## src/rtl/micro_step_sequencer_pkg.sv

```systemverilog
// Shared definitions for the micro-step sequencer and the microcode control unit:
// state encoding and the default micro-step geometry.
package micro_step_sequencer_pkg;

    localparam int DEFAULT_LAST_STEP    = 4;
    localparam int DEFAULT_STEP_WIDTH   = 3;
    localparam int DEFAULT_ICOUNT_WIDTH = 16;

    typedef enum logic [2:0] {
        ST_IDLE   = 3'd0,
        ST_RUN    = 3'd1,
        ST_STEP   = 3'd2,
        ST_HALTED = 3'd3,
        ST_LOAD   = 3'd4
    } state_t;

    // The datapath clock enable is a pure function of the sequencer state.
    function automatic logic is_cpu_enabled(input state_t s);
        return (s == ST_RUN) || (s == ST_STEP);
    endfunction

endpackage

```

## src/rtl/micro_step_counter.sv

```systemverilog
// Micro-step counter with advance/wrap/sync-clear, the one-cycle Instruction_Done
// pulse and the free-running retired-instruction counter.
module micro_step_counter
    import micro_step_sequencer_pkg::*;
#(
    parameter int LAST_STEP    = DEFAULT_LAST_STEP,
    parameter int STEP_WIDTH   = DEFAULT_STEP_WIDTH,
    parameter int ICOUNT_WIDTH = DEFAULT_ICOUNT_WIDTH
) (
    input  logic                    i_clk,
    input  logic                    i_rst_n,
    input  logic                    i_advance,
    input  logic                    i_early_end,
    input  logic                    i_clear,
    output logic                    o_wrap,
    output logic [STEP_WIDTH-1:0]   o_count,
    output logic                    o_done,
    output logic [ICOUNT_WIDTH-1:0] o_icount
);

    localparam logic [STEP_WIDTH-1:0] LAST_CODE = STEP_WIDTH'(LAST_STEP);

    logic [STEP_WIDTH-1:0]   r_count;
    logic                    r_done;
    logic [ICOUNT_WIDTH-1:0] r_icount;
    logic                    w_last;

    assign w_last   = (r_count == LAST_CODE) || i_early_end;
    assign o_wrap   = i_advance && w_last;
    assign o_count  = r_count;
    assign o_done   = r_done;
    assign o_icount = r_icount;

    always_ff @(posedge i_clk or negedge i_rst_n) begin
        if (!i_rst_n) begin
            r_count  <= '0;
            r_done   <= 1'b0;
            r_icount <= '0;
        end else begin
            r_done <= 1'b0;
            if (i_clear) begin
                r_count <= '0;
            end else if (i_advance) begin
                if (w_last) begin
                    r_count  <= '0;
                    r_done   <= 1'b1;
                    r_icount <= r_icount + 1'b1;
                end else begin
                    r_count <= r_count + 1'b1;
                end
            end
        end
    end

endmodule

```

## src/rtl/micro_step_sequencer.sv

```systemverilog
// Run/step/halt/load sequencer for the microcode control unit. Owns the datapath
// clock enable and hands RAM/bus to the program loader only at instruction boundaries.
module micro_step_sequencer
    import micro_step_sequencer_pkg::*;
#(
    parameter int LAST_STEP    = DEFAULT_LAST_STEP,
    parameter int STEP_WIDTH   = DEFAULT_STEP_WIDTH,
    parameter int ICOUNT_WIDTH = DEFAULT_ICOUNT_WIDTH
) (
    input  logic                    CLK,
    input  logic                    RESET_N,
    input  logic                    Run_Mode,
    input  logic                    Step_Pulse,
    input  logic                    Restart,
    input  logic                    Halt_Signal,
    input  logic                    Early_End,
    input  logic                    Loader_Req,
    output logic [STEP_WIDTH-1:0]   Micro_Count,
    output logic                    Cpu_Enable,
    output logic                    Instruction_Done,
    output logic                    Halted,
    output logic                    Loader_Grant,
    output logic                    Pc_Clear,
    output logic [ICOUNT_WIDTH-1:0] Instruction_Count,
    output state_t                  Dbg_State
);

    state_t r_state;
    state_t w_next_state;
    logic   r_cpu_enable;
    logic   r_halted;
    logic   r_loader_grant;
    logic   r_pc_clear;
    logic   w_advance;
    logic   w_clear;
    logic   w_wrap;
    logic   w_count_zero;

    // A halt in the same cycle as a would-be wrap wins: the counter must not move.
    assign w_advance    = r_cpu_enable && !Halt_Signal;
    assign w_clear      = (r_state == ST_HALTED) && (Restart || Loader_Req);
    assign w_count_zero = (Micro_Count == '0);

    micro_step_counter #(
        .LAST_STEP    (LAST_STEP),
        .STEP_WIDTH   (STEP_WIDTH),
        .ICOUNT_WIDTH (ICOUNT_WIDTH)
    ) u_counter (
        .i_clk       (CLK),
        .i_rst_n     (RESET_N),
        .i_advance   (w_advance),
        .i_early_end (Early_End),
        .i_clear     (w_clear),
        .o_wrap      (w_wrap),
        .o_count     (Micro_Count),
        .o_done      (Instruction_Done),
        .o_icount    (Instruction_Count)
    );

    always_comb begin
        w_next_state = r_state;
        case (r_state)
            ST_IDLE: begin
                if (Loader_Req && w_count_zero) w_next_state = ST_LOAD;
                else if (Run_Mode)              w_next_state = ST_RUN;
                else if (Step_Pulse)            w_next_state = ST_STEP;
            end
            ST_RUN: begin
                if (Halt_Signal)                               w_next_state = ST_HALTED;
                else if (w_wrap && (Loader_Req || !Run_Mode))  w_next_state = ST_IDLE;
            end
            ST_STEP: begin
                if (Halt_Signal)  w_next_state = ST_HALTED;
                else if (w_wrap)  w_next_state = ST_IDLE;
            end
            ST_HALTED: begin
                if (Loader_Req)   w_next_state = ST_LOAD;
                else if (Restart) w_next_state = ST_IDLE;
            end
            ST_LOAD: begin
                if (!Loader_Req)  w_next_state = ST_IDLE;
            end
            default: w_next_state = ST_IDLE;
        endcase
    end

    // Status outputs are registered alongside the state so they track it exactly.
    always_ff @(posedge CLK or negedge RESET_N) begin
        if (!RESET_N) begin
            r_state        <= ST_IDLE;
            r_cpu_enable   <= 1'b0;
            r_halted       <= 1'b0;
            r_loader_grant <= 1'b0;
            r_pc_clear     <= 1'b0;
        end else begin
            r_state        <= w_next_state;
            r_cpu_enable   <= is_cpu_enabled(w_next_state);
            r_halted       <= (w_next_state == ST_HALTED);
            r_loader_grant <= (w_next_state == ST_LOAD);
            r_pc_clear     <= ((r_state == ST_HALTED) && Restart && !Loader_Req)
                           || ((r_state == ST_LOAD) && !Loader_Req);
        end
    end

    assign Cpu_Enable   = r_cpu_enable;
    assign Halted       = r_halted;
    assign Loader_Grant = r_loader_grant;
    assign Pc_Clear     = r_pc_clear;
    assign Dbg_State    = r_state;

    ap_grant_cpu_exclusive: assert property (@(posedge CLK) disable iff (!RESET_N)
        !(Loader_Grant && Cpu_Enable));
    ap_pc_clear_single: assert property (@(posedge CLK) disable iff (!RESET_N)
        Pc_Clear |=> !Pc_Clear);
    ap_halted_frozen: assert property (@(posedge CLK) disable iff (!RESET_N)
        Halted |-> !Cpu_Enable);

endmodule

```

## config.mk

```make
export PLATFORM = sky130hd
export DESIGN_NAME = micro_step_sequencer
export DESIGN_NICKNAME = d
export VERILOG_FILES = /design/src/rtl/micro_step_sequencer_pkg.sv /design/src/rtl/micro_step_counter.sv /design/src/rtl/micro_step_sequencer.sv
export SDC_FILE = /design/constraint.sdc
export NUM_CORES = 1
export LEC_CHECK = 0
export ABC_AREA = 1
export CORE_ASPECT_RATIO = 1.75
export CORE_MARGIN = 4
export CORE_UTILIZATION = 45
export DETAILED_ROUTE_END_ITERATION = 8
export PLACE_DENSITY = 0.78
export RECOVER_POWER = 25
export SYNTH_ARGS = -nofsm -noshare
export SYNTH_HDL_FRONTEND = slang
export SYNTH_SLANG_ARGS = --single-unit
```

## constraint.sdc

```tcl
create_clock -name CLK -period 1.4 [get_ports CLK]
set_input_delay 0.35 -clock CLK [delete_from_list [all_inputs] [get_ports CLK]]
set_output_delay 0.35 -clock CLK [all_outputs]
set_load 0.05 [all_outputs]
```

== Yosys cells after proc, flatten, opt, wreduce, memory -nomap -nowiden ==
Cells that the tools add are included.

* Mux-type cells: 17
* Bitwise operators: 1
* $add $sub $neg: 2
* Equality and inequality tests: 9
* Reductions and logical operators: 20

{| class="wikitable"
|+ Operators with widths
! kind !! count
|-
| two-way mux 3 bit || 13
|-
| adder 16 x 1 -> 16 bit (second input constant) || 1
|-
| case mux 3 bit (5 select lines) || 1
|-
| == test 3 x 2 -> 1 bit (second input constant) || 4
|-
| == test 3 bit (second input constant) || 3
|-
| logical AND 1 bit || 8
|-
| == test 3 x 1 -> 1 bit (second input constant) || 2
|-
| zero test 3 bit || 2
|-
| logical OR 1 bit || 5
|-
| adder 3 x 1 -> 3 bit (second input constant) || 1
|-
| zero test 1 bit || 3
|-
| two-way mux 1 bit || 3
|-
| AND reduction 3 bit || 1
|-
| nonzero test 2 bit || 1
|-
| NOT 1 bit || 1
|}

* Register bits: 27
* Output and inout bits: 27

== Depth between registers and ports, before layout ==
Gate-level depths: netlist of run 1.

* Word-level depth: 9
* Mapped depth: 10
* Depth with buffers taken out: 10

== Hierarchy ==
From an unflattened synthesis of run 1, not the netlist that was laid out.

* Cells, all modules: 225
* Area total of the unflattened synthesis: 1,620.3 µm²

{| class="wikitable"
|+ By module, submodules not included
! module !! cells an instance !! area each (µm²) !! times used
|-
| micro_step_counter || 150 || 1,134.8 || 1
|-
| micro_step_sequencer || 75 || 485.5 || 1
|}

== Worst setup path before layout of run 1 ==
Ideal clock, no wire load.

* Kind: reg-to-reg
* Start point: register u_counter.r_count[0] (netlist: u_counter.o_count[0])
* End point: register u_counter.r_icount[2] (netlist: u_counter.o_icount[2])
* Data arrival time: 1.532 ns
* Setup slack: -0.275 ns
* Data required time: 1.257 ns
* Clock period less this slack: 1.675 ns
* Stages on the path, launching flop included: 9
* Path buffers: 0
* Cells stage by stage: dfrtp_1 > inv_1 > ha_1 > nand2_1 > nand2_1 > nand2_4 > a21oi_4 > nand2_1 > xnor2_1

* Cells in the longest elaborated chain, start to end: 3

{| class="wikitable"
|+ RTL lines
! element !! line !! RTL
|-
| from (decl) || micro_step_counter.sv:23 || <nowiki>logic [STEP_WIDTH-1:0] r_count;</nowiki>
|-
| from (signal assigned) || micro_step_counter.sv:49 || <nowiki>r_count <= r_count + 1'b1;</nowiki>
|-
| == test 3 bit || micro_step_counter.sv:28 || <nowiki>assign w_last = (r_count == LAST_CODE) || i_early_end;</nowiki>
|-
| logical OR 1 bit || micro_step_counter.sv:28 ||
|-
| AND reduction 3 bit (no source line) || - ||
|-
| to (signal assigned) || micro_step_counter.sv:47 || <nowiki>r_icount <= r_icount + 1'b1;</nowiki>
|-
| to (decl) || micro_step_counter.sv:25 || <nowiki>logic [ICOUNT_WIDTH-1:0] r_icount;</nowiki>
|}

Every way passes these cells.
A chain may end at the register's enable or synchronous reset.

== Final worst setup path of run 1 ==
* Start point: register u_counter.r_count[1] (netlist: u_counter.o_count[1])
* End point: register u_counter.r_icount[9] (netlist: u_counter.o_icount[9])

Same word-level chain as after synthesis.

==> qor.yml, run 1 <==
cells_and_area:
  num-nets-final: 285
  finalCoreUtilization_pct: 81.5
  diodes: 0
  final_cells: 316
  final_cell_mix: "nand2_1, buf_12, inv_1, nor2_1, buf_4"
  mostFrequentLayoutCell: "nand2_1"
  drive_above_1_share_pct: 38.8
  areaGrowthSynthToFinish_pct: 69.4
power:
  irDropWorstVdd_v: 0.00201
  total_power_mw: 5.36
  p_int_mw: 2.87
  p_leak_nw: 1.21
  power_frac_comb_pct: 65.5
  p_sw_share_pct: 46.5
  power.share.clock_pct: 8.3
  power_density_nw_per_um2: 2050
  sequentialPowerShare_pct: 26.2
  p_switching_mw: 2.49
floorplanning:
  core_um2: 3210
  initial_utilization_pct: 48.1
  row_count: 27
  die_area_um2: 4470
  fp.dieW_um: 52.3
  pin_count: 35
  die_h_um: 85.5
timing:
  slew_headroom_pct: 54.4
  worst_slack_ns: -0.0613
  finalSetupViolations: 14
  max_freq_mhz: 684
  rsz0062_at_grt: "true"
  finalHoldViolations: 0
  skew_ns: 0.00492
  worst_pin_slew_ns: 0.685
  fin_crit_sh_pct: 104
  fin_crit_ns: 1.46
  drv_slew: 0
yosys:
  netlist_area_um2: 1540
  yosys_register_bits: 27
  yosys_warnings: 0
  syn_nets: 220
  seq_area_frac_synth_pct: 43.8
  netlist_instances: 209
  syn_area_per_cell_um2: 7.39
  synth_cell_types: 22
cts:
  cts-root-buf: "clkbuf_8"
  clkLatencyLatePin_ns: 0.28
  clkTransAtPathRegs_ns: 0.09
  cts_buffers: 3
  htreeDepth: 1
  clockBufferDepth: 2
  cts_tree: "yes"
  cts.sinks: 27
worst_setup_path:
  critPathMostFrequentCell: "nand2_4"
  required_ns: 1.60
  critPathMaxStageDelay_ns: 0.42
  crit_type: "reg -> reg"
  worst_setup_path_end_kind: "flip-flop"
  critPathSlowestCell: "dfrtp_2"
  cp_max_fo: 8
  arrival_ns: 1.66
  cp-start-kind: "flip-flop"
  worstPathCellList: "inv_2 > ha_4 > nand2_4 > nand2_4 > nand2_4 > a21oi_4 > buf_4 > nand2_1 > o21ai_1"
grt:
  antenna_found_initial: 0
  gr-usage-all-layers_pct: 20.3
  grt_max_degree: 28
  grt_overflow: 0
  grt_pass1_vias: 1679
  grt_first_pass_wirelength_um: 7110
place:
  placed_cells: 304
  dp_hpwl_um: 3200
  io_buffers: 34
  place.gp.congestion: 0.877
  dp_slack_ns: -0.327
flow_run:
  cap_violations: 0
drt:
  drcViolationCount: 0
  drt-initial-drc-count: 47
  ant_nets: 0
  vias_per_cell: 5.28
  firstDrtPassIters: 5
  vias: 1667
  wl_per_cell_um: 14.3
  routed_wl_um: 4530
status:
  status: "complete, but fails checks"
  failed_checks: "setup timing"
hold_path:
  min_path_type: "reg -> reg"
==> state kept, by name, summed over array words and instances (netlist names) <==
signal and count:
u_counter.o_count 3, Halted 1, Cpu_Enable 1, Dbg_State 3, u_counter.o_icount 16, Pc_Clear 1, u_counter.o_done 1, Loader_Grant 1
==> final cells by class <==
type	instances	area, um^2
multi-input combinational	156	897
inverter	25	93.8
clock buffer	4	45.0
timing repair buffer	61	832
fill	177	594
sequential	27	693
tap	43	53.8
==> kinds of logic after synthesis <==
kind of cell               synth area share (%)
AOI/OAI and AO/OA                          6.16
buffers and inverters                      6.81
and+or+nand+nor                            36.3
adders and majority gates                  2.43
DFF                                        43.8
xor gates and xnor gates                   4.54
==> power groups by stage <==
stage	clock [mW]	sequential, mW	combinational, mW
floorplan	0	2.07	0.852
global placement	0	1.40	3.04
detailed placement	0	1.40	3.10
CTS	0.452	1.40	3.21
global route	0.490	1.43	3.70
finish	0.446	1.41	3.51
==> cells in the mapped netlist <==
| cell type | n | area [um^2] |
|---|---|---|
| nand2_1 | 70 | 263 |
| nor2_1 | 32 | 120 |
| dfrtp_1 | 27 | 676 |
| inv_1 | 24 | 90.1 |
| nand3_1 | 17 | 85.1 |
| nand4_1 | 7 | 43.8 |
| o21ai_0 | 7 | 35.0 |
| xnor2_1 | 4 | 35.0 |
| xor2_1 | 4 | 35.0 |
| ha_1 | 3 | 37.5 |
| a211oi_1 | 2 | 15.0 |
| nor2_4 | 2 | 22.5 |
| a21oi_1 | 1 | 5.00 |
| a21oi_4 | 1 | 16.3 |
| buf_6 | 1 | 11.3 |
| inv_2 | 1 | 3.75 |
| nand2_4 | 1 | 11.3 |
| nand3_2 | 1 | 10.0 |
| nor3_1 | 1 | 5.00 |
| o21ai_2 | 1 | 8.76 |
| o21bai_1 | 1 | 7.51 |
| o31ai_1 | 1 | 7.51 |
==> layer usage <==
| layer | GRT usage [%] | part of all wire (%) |
|---|---|---|
| met1 | 20.8 | 34 |
| met2 | 38.1 | 59 |
| met3 | 1.58 | 4.0 |
| met4 | 11.2 | 3.0 |
| met5 | 0 | 0 |
==> worst max-delay path, delay by kind of cell, from the launching register on <==
family | cells | cell delay (ns)
AOI/OAI and AO/OA | 2 | 0.33
and+or+nand+nor | 4 | 0.24
adders and majority gates | 1 | 0.15
buffers and inverters | 2 | 0.24
DFF | 1 | 0.42
==> metrics by stage <==
stage | TNS (ns) | hold slack [ns] | area, um^2
2_1_floorplan | -1.16 | 0.0544 | 1590
3_3_place_gp | -4.62 | 0.542 | 2400
3_5_place_dp | -5.32 | 0.558 | 2400
4_1_cts | -0.274 | 0.438 | 2490
5_1_grt | -1.53 | 0.551 | 2620
6_report | -0.486 | 0.529 | 2620
==> what timing repair did <==
item                                    in CTS  in global routing
endpoints found under the setup margin      16                 18
buffers inserted                             3                  5
hold endpoints to repair                     0                  0
pin swaps                                   14                  6
hold buffers                                 0                  0
gates resized for setup                      8                 29
==> path summary, 6_finish.rpt <==
path / startpoint / endpoint / slack [ns] / cells past startpoint
worst max-delay path: u_counter.o_count[1] / u_counter.o_icount[9] / -0.06 / 9
worst min-delay path: u_counter.o_icount[6] / u_counter.o_icount[6] / 0.53 / 1
worst max register to register: u_counter.o_count[1] / u_counter.o_icount[9] / -0.06 / 9
worst min register to register: u_counter.o_icount[6] / u_counter.o_icount[6] / 0.53 / 1
max in group asynchronous: RESET_N / Cpu_Enable / 0.27 / 2
min in group asynchronous: RESET_N / u_counter.o_icount[10] / 0.65 / 2
(Power assumes the default switching activity.)
==> run 2, diff against run 1 <==
==> constraint.sdc (replaced) <==
create_clock -name CLK -period 1.4 [get_ports CLK]
set_input_delay 0.28 -clock CLK [delete_from_list [all_inputs] [get_ports CLK]]
set_output_delay 0.28 -clock CLK [all_outputs]
set_load 0.05 [all_outputs]
==> qor.yml, run 2 (synthesized netlist as in run 1, its figures left out) <==
status:
  status: "complete, but fails checks"
  failed_checks: "setup timing"
cells_and_area:
  fillCellCount: 165  # -6.8%
  final_cell_mix: "nand2_1, buf_12, buf_4"
  num-nets-final: 286  # +0.35%
  largest_reg_flops: 16  # unchanged
  finalCoreUtilization_pct: 82.5  # +1.0 points
  final_cells: 317  # +0.32%
  mostFrequentLayoutCell: "nand2_1"
  diodes: 0  # unchanged
  areaGrowthSynthToFinish_pct: 71.5
  drive_above_1_share_pct: 41.2  # +2.4 points
cts:
  htreeDepth: 1  # unchanged
  clkTransAtPathRegs_ns: 0.09  # about the same
  cts_tree: "yes"
  ctsHoldBuffers: 0  # unchanged
  cts-root-buf: "clkbuf_8"
  cts_buffers: 3  # unchanged
  clockBufferDepth: 2  # unchanged
  cts.sinks: 27  # unchanged
  clkLatencyLatePin_ns: 0.27  # about the same
timing:
  fin_crit_ns: 1.52  # +0.0594 ns
  worst_pin_slew_ns: 0.679  # -0.00597 ns
  max_freq_mhz: 658  # -3.9%
  drv_slew: 0  # unchanged
  slew_headroom_pct: 54.8  # +0.40 points
  fin_setup_tns_ns: -0.980  # -0.494 ns
  rsz0062_at_grt: "true"
  worst_slack_ns: -0.121  # -0.0594 ns
  finalHoldWorstSlack_ns: 0.540  # +0.0114 ns
  fin_crit_sh_pct: 109  # +4.2 points
  skew_ns: 0.00364  # -0.00128 ns
  finalSetupViolations: 16  # +2
  finalHoldViolations: 0  # unchanged
worst_setup_path:
  crit_type: "reg -> reg"
  critPathSlowestCell: "dfrtp_2"
  worstPathCellList: "inv_2 > ha_4 > nand2_4 > nand2_4 > nand2_4 > a21oi_4 > buf_6 > nand2_1 > nand2_1"
  cp_max_fo: 8  # unchanged
  required_ns: 1.61  # about the same
  critPathMaxStageDelay_ns: 0.42  # about the same
  worstPathBufferInverterCount: 2  # unchanged
  cp-start-kind: "flip-flop"
  arrival_ns: 1.73  # +0.07 ns
  worst_setup_path_end_kind: "flip-flop"
  path_delay_family: "flip-flops"
  critPathMostFrequentCell: "nand2_4"
floorplanning:
  die_h_um: 85.5  # unchanged
  pin_count: 35  # unchanged
  row_count: 27  # unchanged
  fp.dieW_um: 52.3  # unchanged
  initial_utilization_pct: 48.1  # unchanged
  core_um2: 3210  # unchanged
  die_area_um2: 4470  # unchanged
drt:
  firstDrtPassIters: 4  # -1
  routed_wl_um: 4780  # +5.6%
  drcViolationCount: 0  # unchanged
  wl_per_cell_um: 15.1  # +5.3%
  vias_per_cell: 5.27  # about the same
  drt-initial-drc-count: 50  # +6.4%
  vias: 1671  # +0.24%
  ant_nets: 0  # unchanged
grt:
  grt_first_pass_wirelength_um: 7160  # +0.77%
  grt_pass1_vias: 1680  # +0.060%
  gr-usage-all-layers_pct: 20.8  # +0.52 points
  antenna_found_initial: 0  # unchanged
  grt_max_degree: 28  # unchanged
  grt_overflow: 0  # unchanged
power:
  p_leak_nw: 1.20  # -0.65%
  power_density_nw_per_um2: 2060  # +0.34%
  total_power_mw: 5.45  # +1.6%
  irDropWorstVdd_v: 0.00183  # -8.8%
place:
  dp_hpwl_um: 3270  # +2.1%
  placed_cells: 305  # +0.33%
  io_buffers: 34  # unchanged
  place.gp.congestion: 0.878  # about the same
flow_run:
  cap_violations: 0  # unchanged
hold_path:
  min_path_type: "reg -> reg"
## run 2: cell count changes in the layout (fill, tap and decap cells not counted), sizes merged
cell           previous run  this run
buf                      53        54
dlymetal6s2s              1         0
clkdlybuf4s50             5         6
## run 2: what timing repair did
action                                  CTS  global route
setup buffers                             3             5
gates resized for setup                   8            36
pin swaps                                 9            11
endpoints found under the setup margin   15            19
## run 2: path summary, 6_finish.rpt
path                                        from                     end  slack [ns]  cells past startpoint
max                         u_counter.o_count[0]  u_counter.o_icount[13]       -0.12                      9
min                        u_counter.o_icount[4]   u_counter.o_icount[4]        0.54                      1
max reg2reg                 u_counter.o_count[0]  u_counter.o_icount[13]       -0.12                      9
min reg2reg                u_counter.o_icount[4]   u_counter.o_icount[4]        0.54                      1
max in group asynchronous                RESET_N            Dbg_State[1]        0.34                      2
min in group asynchronous                RESET_N   u_counter.o_icount[3]        0.58                      2
## run 2: final cells by class
cell class	count	area (um^2)	share of cell area [%]
sequential	27	693	26.2
inverter	25	93.8	3.54
clock buffer	4	45.0	1.70
multi-input combinational	156	932	35.2
timing repair buffer	62	830	31.3
tap	43	53.8	2.03
## run 2: stage by stage
step,setup WS (ns),area [um^2]
detailed placement,-0.239,2400
finish,-0.121,2650
floorplan,-0.113,1590
global placement,-0.184,2400
global route,-0.212,2650
CTS,-0.0231,2500
## run 2: report_power, final
| part | leakage [nW] | internal [mW] | switching [mW] |
|---|---|---|---|
| clock | 0.0228 | 0.204 | 0.244 |
| sequential | 0.333 | 1.04 | 0.354 |
| combinational | 0.846 | 1.63 | 1.98 |
| total | 1.20 | 2.87 | 2.57 |
## run 2: per-layer routing
metal,part of all wire (%),global-route usage (%)
met1,35,21.1
met2,56,37.8
met3,4.6,2.99
met4,4.2,12.8
met5,0,0
